===== src/rtl/matrix_inverse_gj.sv =====
`default_nettype none
// ============================================================================
// Module   : matrix_inverse_gj
// Brief    : NxN fixed-point Gauss-Jordan inverter with partial pivoting,
//            one multiply-accumulate per cycle, streamed in/out row-major.
// Revision : 1.0
// ============================================================================
module matrix_inverse_gj #(
    parameter int N    = 5,
    parameter int W    = 16,
    parameter int FRAC = 8
) (
    input  logic         clk,
    input  logic         reset,
    input  logic         in_valid,
    output logic         in_ready,
    input  logic [W-1:0] in_data,
    output logic         out_valid,
    input  logic         out_ready,
    output logic [W-1:0] out_data,
    output logic         out_last,
    output logic         busy,
    output logic         singular
);
    localparam int RW = $clog2(N);
    localparam int JW = $clog2(2*N);
    localparam int QW = 2*FRAC + 1;
    localparam int DW = $clog2(QW + 1);
    localparam int QX = ((QW > W) ? QW : W) + 1;

    localparam logic signed [W-1:0] c_ONE  = W'(1 << FRAC);
    localparam logic signed [W-1:0] c_MAX  = {1'b0, {(W-1){1'b1}}};
    localparam logic signed [W-1:0] c_MIN  = {1'b1, {(W-1){1'b0}}};
    localparam logic signed [2*W:0] c_HI   = {{(W+2){1'b0}}, {(W-1){1'b1}}};
    localparam logic signed [2*W:0] c_LO   = {{(W+2){1'b1}}, {(W-1){1'b0}}};
    localparam logic [QX-1:0]       c_QMAX = {{(QX-W+1){1'b0}}, {(W-1){1'b1}}};

    typedef enum logic [2:0] {
        S_LOAD  = 3'd0,
        S_PIV   = 3'd1,
        S_SWAP  = 3'd2,
        S_RECIP = 3'd3,
        S_NORM  = 3'd4,
        S_ELIM  = 3'd5,
        S_OUT   = 3'd6
    } state_t;

    state_t              r_state;
    logic signed [W-1:0] r_a [N][2*N];
    logic [RW-1:0]       r_k, r_i, r_piv;
    logic [JW-1:0]       r_j;
    logic [DW-1:0]       r_dc;
    logic [W:0]          r_max, r_rem;
    logic [QW-2:0]       r_q;
    logic signed [W-1:0] r_recip, r_f;
    logic                r_lat, r_in_ready, r_out_valid, r_out_last, r_singular;
    logic [W-1:0]        r_out_data;

    function automatic logic signed [W-1:0] f_sat(input logic signed [2*W:0] v);
        if (v > c_HI) return c_MAX;
        if (v < c_LO) return c_MIN;
        return v[W-1:0];
    endfunction

    // Full-precision product, floor-shifted back to Q format, then clamped.
    function automatic logic signed [W-1:0] f_mul(input logic signed [W-1:0] x,
                                                  input logic signed [W-1:0] y);
        logic signed [2*W-1:0] p;
        p = $signed({{W{x[W-1]}}, x}) * $signed({{W{y[W-1]}}, y});
        p = p >>> FRAC;
        return f_sat({p[2*W-1], p});
    endfunction

    function automatic logic signed [W-1:0] f_sub(input logic signed [W-1:0] a,
                                                  input logic signed [W-1:0] b);
        logic signed [2*W:0] d;
        d = $signed({{(W+1){a[W-1]}}, a}) - $signed({{(W+1){b[W-1]}}, b});
        return f_sat(d);
    endfunction

    logic signed [W-1:0] w_piv_elem, w_pivot, w_mul_y, w_mul, w_sub, w_qsat, w_recip;
    logic [W:0]          w_abs, w_pabs;
    logic [W+1:0]        w_trial;
    logic                w_ge, w_rows_done;
    logic [QW-1:0]       w_qn;
    logic [QX-1:0]       w_qx;
    logic [RW:0]         w_i1, w_inext;

    always_comb begin
        w_piv_elem = r_a[r_i][JW'(r_k)];
        w_abs      = w_piv_elem[W-1] ? -{w_piv_elem[W-1], w_piv_elem}
                                     :  {w_piv_elem[W-1], w_piv_elem};
        w_pivot    = r_a[r_k][JW'(r_k)];
        w_pabs     = w_pivot[W-1] ? -{w_pivot[W-1], w_pivot} : {w_pivot[W-1], w_pivot};
        // Dividend is 1 << 2*FRAC, so only the first shifted-in bit is a one.
        w_trial    = {r_rem, (r_dc == '0)};
        w_ge       = (w_trial >= {1'b0, w_pabs});
        w_qn       = {r_q, w_ge};
        w_qx       = {{(QX-QW){1'b0}}, w_qn};
        w_qsat     = (w_qx > c_QMAX) ? c_MAX : w_qx[W-1:0];
        w_recip    = w_pivot[W-1] ? -w_qsat : w_qsat;
        w_mul_y    = (r_state == S_NORM) ? r_recip : r_f;
        w_mul      = f_mul(r_a[r_k][r_j], w_mul_y);
        w_sub      = f_sub(r_a[r_i][r_j], w_mul);
        w_i1       = {1'b0, r_i} + (RW+1)'(1);
        w_inext    = (w_i1 == {1'b0, r_k}) ? w_i1 + (RW+1)'(1) : w_i1;
        w_rows_done = (w_inext >= (RW+1)'(N));
    end

    always_ff @(posedge clk) begin
        if (reset) begin
            r_state     <= S_LOAD;
            r_k         <= '0;
            r_i         <= '0;
            r_j         <= '0;
            r_piv       <= '0;
            r_dc        <= '0;
            r_max       <= '0;
            r_rem       <= '0;
            r_q         <= '0;
            r_recip     <= '0;
            r_f         <= '0;
            r_lat       <= 1'b0;
            r_in_ready  <= 1'b1;
            r_out_valid <= 1'b0;
            r_out_data  <= '0;
            r_out_last  <= 1'b0;
            r_singular  <= 1'b0;
        end else begin
            case (r_state)
                S_LOAD: if (in_valid && r_in_ready) begin
                    r_a[r_i][r_j]           <= in_data;
                    r_a[r_i][r_j + JW'(N)]  <= (JW'(r_i) == r_j) ? c_ONE : '0;
                    r_singular              <= 1'b0;
                    if (r_j == JW'(N-1)) begin
                        r_j <= '0;
                        if (r_i == RW'(N-1)) begin
                            r_i        <= '0;
                            r_k        <= '0;
                            r_max      <= '0;
                            r_piv      <= '0;
                            r_in_ready <= 1'b0;
                            r_state    <= S_PIV;
                        end else begin
                            r_i <= r_i + RW'(1);
                        end
                    end else begin
                        r_j <= r_j + JW'(1);
                    end
                end
                S_PIV: begin
                    // Strict compare keeps the lowest row index on ties.
                    if (w_abs > r_max) begin
                        r_max <= w_abs;
                        r_piv <= r_i;
                    end
                    if (r_i == RW'(N-1)) begin
                        if (w_abs == '0 && r_max == '0) begin
                            r_singular <= 1'b1;
                            r_in_ready <= 1'b1;
                            r_i        <= '0;
                            r_j        <= '0;
                            r_state    <= S_LOAD;
                        end else begin
                            r_state <= S_SWAP;
                        end
                    end else begin
                        r_i <= r_i + RW'(1);
                    end
                end
                S_SWAP: begin
                    r_a[r_k]   <= r_a[r_piv];
                    r_a[r_piv] <= r_a[r_k];
                    r_dc       <= '0;
                    r_rem      <= '0;
                    r_q        <= '0;
                    r_state    <= S_RECIP;
                end
                S_RECIP: begin
                    r_rem <= (W+1)'(w_ge ? (w_trial - {1'b0, w_pabs}) : w_trial);
                    r_q   <= w_qn[QW-2:0];
                    if (r_dc == DW'(QW-1)) begin
                        r_recip <= w_recip;
                        r_j     <= '0;
                        r_state <= S_NORM;
                    end else begin
                        r_dc <= r_dc + DW'(1);
                    end
                end
                S_NORM: begin
                    r_a[r_k][r_j] <= w_mul;
                    if (r_j == JW'(2*N-1)) begin
                        r_j     <= '0;
                        r_i     <= (r_k == '0) ? RW'(1) : '0;
                        r_lat   <= 1'b1;
                        r_state <= S_ELIM;
                    end else begin
                        r_j <= r_j + JW'(1);
                    end
                end
                S_ELIM: begin
                    if (r_lat) begin
                        // Factor is latched because column k of this row gets overwritten.
                        r_f   <= w_piv_elem;
                        r_lat <= 1'b0;
                        r_j   <= '0;
                    end else begin
                        r_a[r_i][r_j] <= w_sub;
                        if (r_j == JW'(2*N-1)) begin
                            r_j   <= '0;
                            r_lat <= 1'b1;
                            if (w_rows_done) begin
                                if (r_k == RW'(N-1)) begin
                                    r_i     <= '0;
                                    r_state <= S_OUT;
                                end else begin
                                    r_k     <= r_k + RW'(1);
                                    r_i     <= r_k + RW'(1);
                                    r_piv   <= r_k + RW'(1);
                                    r_max   <= '0;
                                    r_state <= S_PIV;
                                end
                            end else begin
                                r_i <= w_inext[RW-1:0];
                            end
                        end else begin
                            r_j <= r_j + JW'(1);
                        end
                    end
                end
                S_OUT: begin
                    if (r_out_valid && out_ready && r_out_last) begin
                        r_out_valid <= 1'b0;
                        r_out_last  <= 1'b0;
                        r_in_ready  <= 1'b1;
                        r_i         <= '0;
                        r_j         <= '0;
                        r_state     <= S_LOAD;
                    end else if (!r_out_valid || out_ready) begin
                        r_out_valid <= 1'b1;
                        r_out_data  <= r_a[r_i][r_j + JW'(N)];
                        r_out_last  <= (r_i == RW'(N-1)) && (r_j == JW'(N-1));
                        if (r_j == JW'(N-1)) begin
                            r_j <= '0;
                            r_i <= r_i + RW'(1);
                        end else begin
                            r_j <= r_j + JW'(1);
                        end
                    end
                end
                default: r_state <= S_LOAD;
            endcase
        end
    end

    assign in_ready  = r_in_ready;
    assign busy      = ~r_in_ready;
    assign out_valid = r_out_valid;
    assign out_data  = r_out_data;
    assign out_last  = r_out_last;
    assign singular  = r_singular;

endmodule
`default_nettype wire


===== config.mk =====
export PLATFORM = sky130hd
export DESIGN_NAME = matrix_inverse_gj
export DESIGN_NICKNAME = d
export VERILOG_FILES = /design/src/rtl/matrix_inverse_gj.sv
export SDC_FILE = /design/constraint.sdc
export NUM_CORES = 2
export LEC_CHECK = 0
export CORE_ASPECT_RATIO = 0.7
export CORE_MARGIN = 2
export CORE_UTILIZATION = 40
export DETAILED_ROUTE_END_ITERATION = 8
export PLACE_DENSITY = 0.54
export SLEW_MARGIN = 25
export SYNTH_ARGS = -nofsm -noshare
export SYNTH_HDL_FRONTEND = slang
export SYNTH_SLANG_ARGS = --single-unit
export TNS_END_PERCENT = 20

===== constraint.sdc =====
create_clock -name clk -period 19.15 [get_ports clk]
set_input_delay 3.83 -clock clk [delete_from_list [all_inputs] [get_ports clk]]
set_output_delay 3.83 -clock clk [all_outputs]
set_load 0.005 [all_outputs]

==> flow_summary.json <==
{
  "synth_cell_types": 105,
  "cellPowerDensity_nw_per_um2": 150,
  "grt_pass1_wl_mm": 566,
  "critPathSlowestCell": "mux2i_1",
  "die_width_um": 539,
  "setup_tns_ns": 0,
  "rsz0062_at_grt": "no",
  "p_leak_nw": 31.4,
  "final_cell_area_um2": 88000,
  "synth.avg_cell_area_um2": 9.99,
  "hold_start": "r_q[15]",
  "status": "finished, violations left",
  "routedWlPerCell_um": 39.7,
  "hold_path.class": "reg2reg",
  "fin_crit_sh_pct": 90.9,
  "yosys_warnings": 0,
  "nets": 8261,
  "worstRegToRegCells": 47,
  "drive_gt1_share_pct": 17.8,
  "io_pins": 41,
  "antenna_found_initial": 36,
  "numClockSinks": 933,
  "area_growth_pct": 9.73,
  "clock_path_buffers": 3,
  "slew_viol_final": 0,
  "cts-root-buf": "clkbuf_16",
  "num_rows": 137,
  "violations": "design-rule violations",
  "gp_congestion": 1.09,
  "hold_viol_final": 0,
  "syn_area_um2": 80200,
  "ys_seq_area_share_pct": 33.3,
  "synthesis.nets": 8451,
  "rr_endpoint": "r_a[4][97]",
  "grt_max_degree": 129,
  "worst_setup_path_end_kind": "flip-flop",
  "antenna_left": 0,
  "grt_pass1_vias": 66473,
  "period_minus_slack_ns": 17.40,
  "route.detailed.drc": 3,
  "placed_cell_area_um2": 84300,
  "core_area_um2": 199000,
  "dieArea_um2": 204000,
  "fmax_ghz": 0.0575,
  "io_buffers": 40,
  "cts_tree": "done",
  "rrSetupSlack_ns": 1.75,
  "clock_latency_ns": 0.80,
  "dr.pass1.iters": 9,
  "max_slew_margin_pct": 15.0,
  "path_class": "reg2reg",
  "initial_core_util_pct": 40.2,
  "synth_edf_count": 800,
  "max-cap-violations": 0,
  "post_cts_buffers": 0,
  "holdWs_ns": 0.456,
  "min_to": "r_q[15]",
  "grt_overflow": 0,
  "slowest_delay_ns": 0.80,
  "ctsResizeCount": 0,
  "viasPerCell": 7.08,
  "nFillCells": 18855,
  "cts_inserted_buffers": 105,
  "setup_viol": 0,
  "drtIter0Drc": 14205,
  "cp_common_cell": "fa_1",
  "totalWireLength_mm": 420,
  "worstMarginPinSlew_ns": 1.27,
  "worstPathArrival_ns": 17.86,
  "cp_max_fo": 18,
  "ys_seq_elements": 933,
  "synthFlopType": "edfxtp_1",
  "start_kind": "flip-flop",
  "synthCells": 8023,
  "vdd_drop_max_v": 0.000461,
  "h-tree-depth": 3,
  "via_count": 74955,
  "clk_pin_slew_ns": 0.06,
  "synth-async-reset-ratio_pct": 0,
  "dp_hpwl_mm": 298,
  "cts_hold_buf": 0,
  "track_usage_pct": 40.1,
  "fp.dieH_um": 379,
  "min_path_cells": 2,
  "timing.critical_path.required_ns": 19.61,
  "finalClockSkew_ns": 0.0484
}
routing by layer:
layer	wire length [µm]	share of wire, %	up-vias	global-route usage [%]
met1	165000	39	37557	54.7
li1	-	-	29609	-
met2	151000	36	6679	48.5
met3	81400	19	1058	24.8
met5	1760	0.42	-	4.75
met4	21500	5.1	52	17.4
placed cells by master (no fill, tap or decap), types with 24 or more instances in the layout:
cell type / synthesis / final
dfxtp_1: 133 / 117
nor2_1: 781 / 762
nor3_1: 63 / 59
nand4_1: 31 / 31
a221oi_1: 89 / 87
nand2b_1: 46 / 46
a211oi_1: 62 / 62
diode_2: 0 / 29
xor2_1: 34 / 33
fa_1: 263 / 263
xnor2_1: 62 / 59
o31ai_1: 27 / 24
o21ai_2: 2 / 38
a221o_1: 39 / 39
mux2i_1: 382 / 374
ha_1: 145 / 145
o211ai_1: 171 / 171
buf_4: 16 / 309
and3_1: 29 / 27
o22ai_1: 105 / 104
a21o_1: 49 / 49
a22oi_1: 63 / 63
a21oi_1: 520 / 518
nor2b_1: 73 / 73
clkdlybuf4s50_1: 0 / 34
clkbuf_16: 0 / 105
edfxtp_1: 800 / 800
a31oi_1: 111 / 105
nand2_1: 1226 / 1224
o21ai_0: 469 / 413
mux2_2: 153 / 153
nand3_1: 108 / 106
o21ai_1: 32 / 38
inv_1: 387 / 386
mux4_2: 574 / 574
registers in the layout, summed over array words and instances, names as in the netlist, 3 cells and up, named ones only:
signal and count:
r_piv 3, r_rem 17, r_f 16, r_state 3
r_q 16, r_max 17, r_recip 16, r_dc 5
r_a 800, out_data 16, r_j 4, r_k 3
r_i 3
worst max-delay path: cells and delay by family, from the launching register on:
| kind | cells | cell delay (ns) |
|---|---|---|
| adders and majority gates | 9 | 4.17 |
| DFF | 1 | 0.60 |
| and+or+nand+nor | 8 | 1.85 |
| muxes | 3 | 1.89 |
| buffers and inverters | 10 | 2.28 |
| AOI/OAI and AO/OA | 17 | 6.10 |
final cells by class:
type	count	area (µm²)	area share, %
multi-input combinational	6032	49900	56.7
sequential	933	26700	30.4
tap	2641	3300	3.76
timing repair buffer	368	3090	3.51
clock buffer	129	2760	3.14
inverter	393	1490	1.69
clock inverter	69	651	0.740
antenna	29	72.6	0.0825
where the power goes:
part           leakage (nW)  switching (W)  internal, W
clock                  1.67       0.000990      0.00113
combinational          21.5        0.00612      0.00232
sequential             8.29       0.000151      0.00250
Yosys cell counts, types with 31 or more instances:
master / number / area share, %
nand2_1: 1226 / 5.7
edfxtp_1: 800 / 30
nor2_1: 781 / 3.7
mux4_2: 574 / 16
a21oi_1: 520 / 3.2
clkbuf_1: 479 / 2.2
o21ai_0: 469 / 2.9
inv_1: 387 / 1.8
mux2i_1: 382 / 4.8
fa_1: 263 / 6.6
o211ai_1: 171 / 1.6
mux2_2: 153 / 2.1
ha_1: 145 / 2.3
dfxtp_1: 133 / 3.3
a31oi_1: 111 / 0.87
nand3_1: 108 / 0.67
o22ai_1: 105 / 0.82
buf_1: 93 / 0.44
a221oi_1: 89 / 0.97
nor2b_1: 73 / 0.57
a22oi_1: 63 / 0.59
nor3_1: 63 / 0.39
a211oi_1: 62 / 0.58
xnor2_1: 62 / 0.68
buf_2: 58 / 0.36
a21o_1: 49 / 0.46
nand2b_1: 46 / 0.36
a221o_1: 39 / 0.49
xor2_1: 34 / 0.37
o21ai_1: 32 / 0.20
nand4_1: 31 / 0.24
cell families after synthesis:
| family | share of synthesized area, % |
|---|---|
| AO/OA/AOI/OAI | 15.0 |
| XOR/XNOR | 1.05 |
| adder cells (fa/ha/maj) | 8.83 |
| buffers and inverters | 5.38 |
| flip-flops | 33.3 |
| multiplexers | 23.4 |
| other | 0.00937 |
| AND/OR/NAND/NOR | 13.1 |
worst max path at each step:
stage	cells after the start	endpoint	startpoint
after CTS	47	r_a[4][97]	flip-flop
after detailed placement	47	r_a[4][97]	flip-flop
final	47	r_a[4][97]	flip-flop
after global routing	47	r_a[4][97]	flip-flop
after floorplan	52	r_a[4][67]	flip-flop
after global placement	45	r_a[4][1]	flip-flop
metrics by stage:
stage               cells  util [%]  total power, W  setup slack (ns)
floorplan            8023         -         0.00654              4.25
global placement    10359      42.3          0.0103              2.53
detailed placement  10363      42.3          0.0103              2.64
CTS                 10561      44.0          0.0124              2.52
global route        10571      44.1          0.0131              1.39
finish              10594      44.2          0.0132              1.75
No activity file was read; power rests on OpenSTA's default activity.
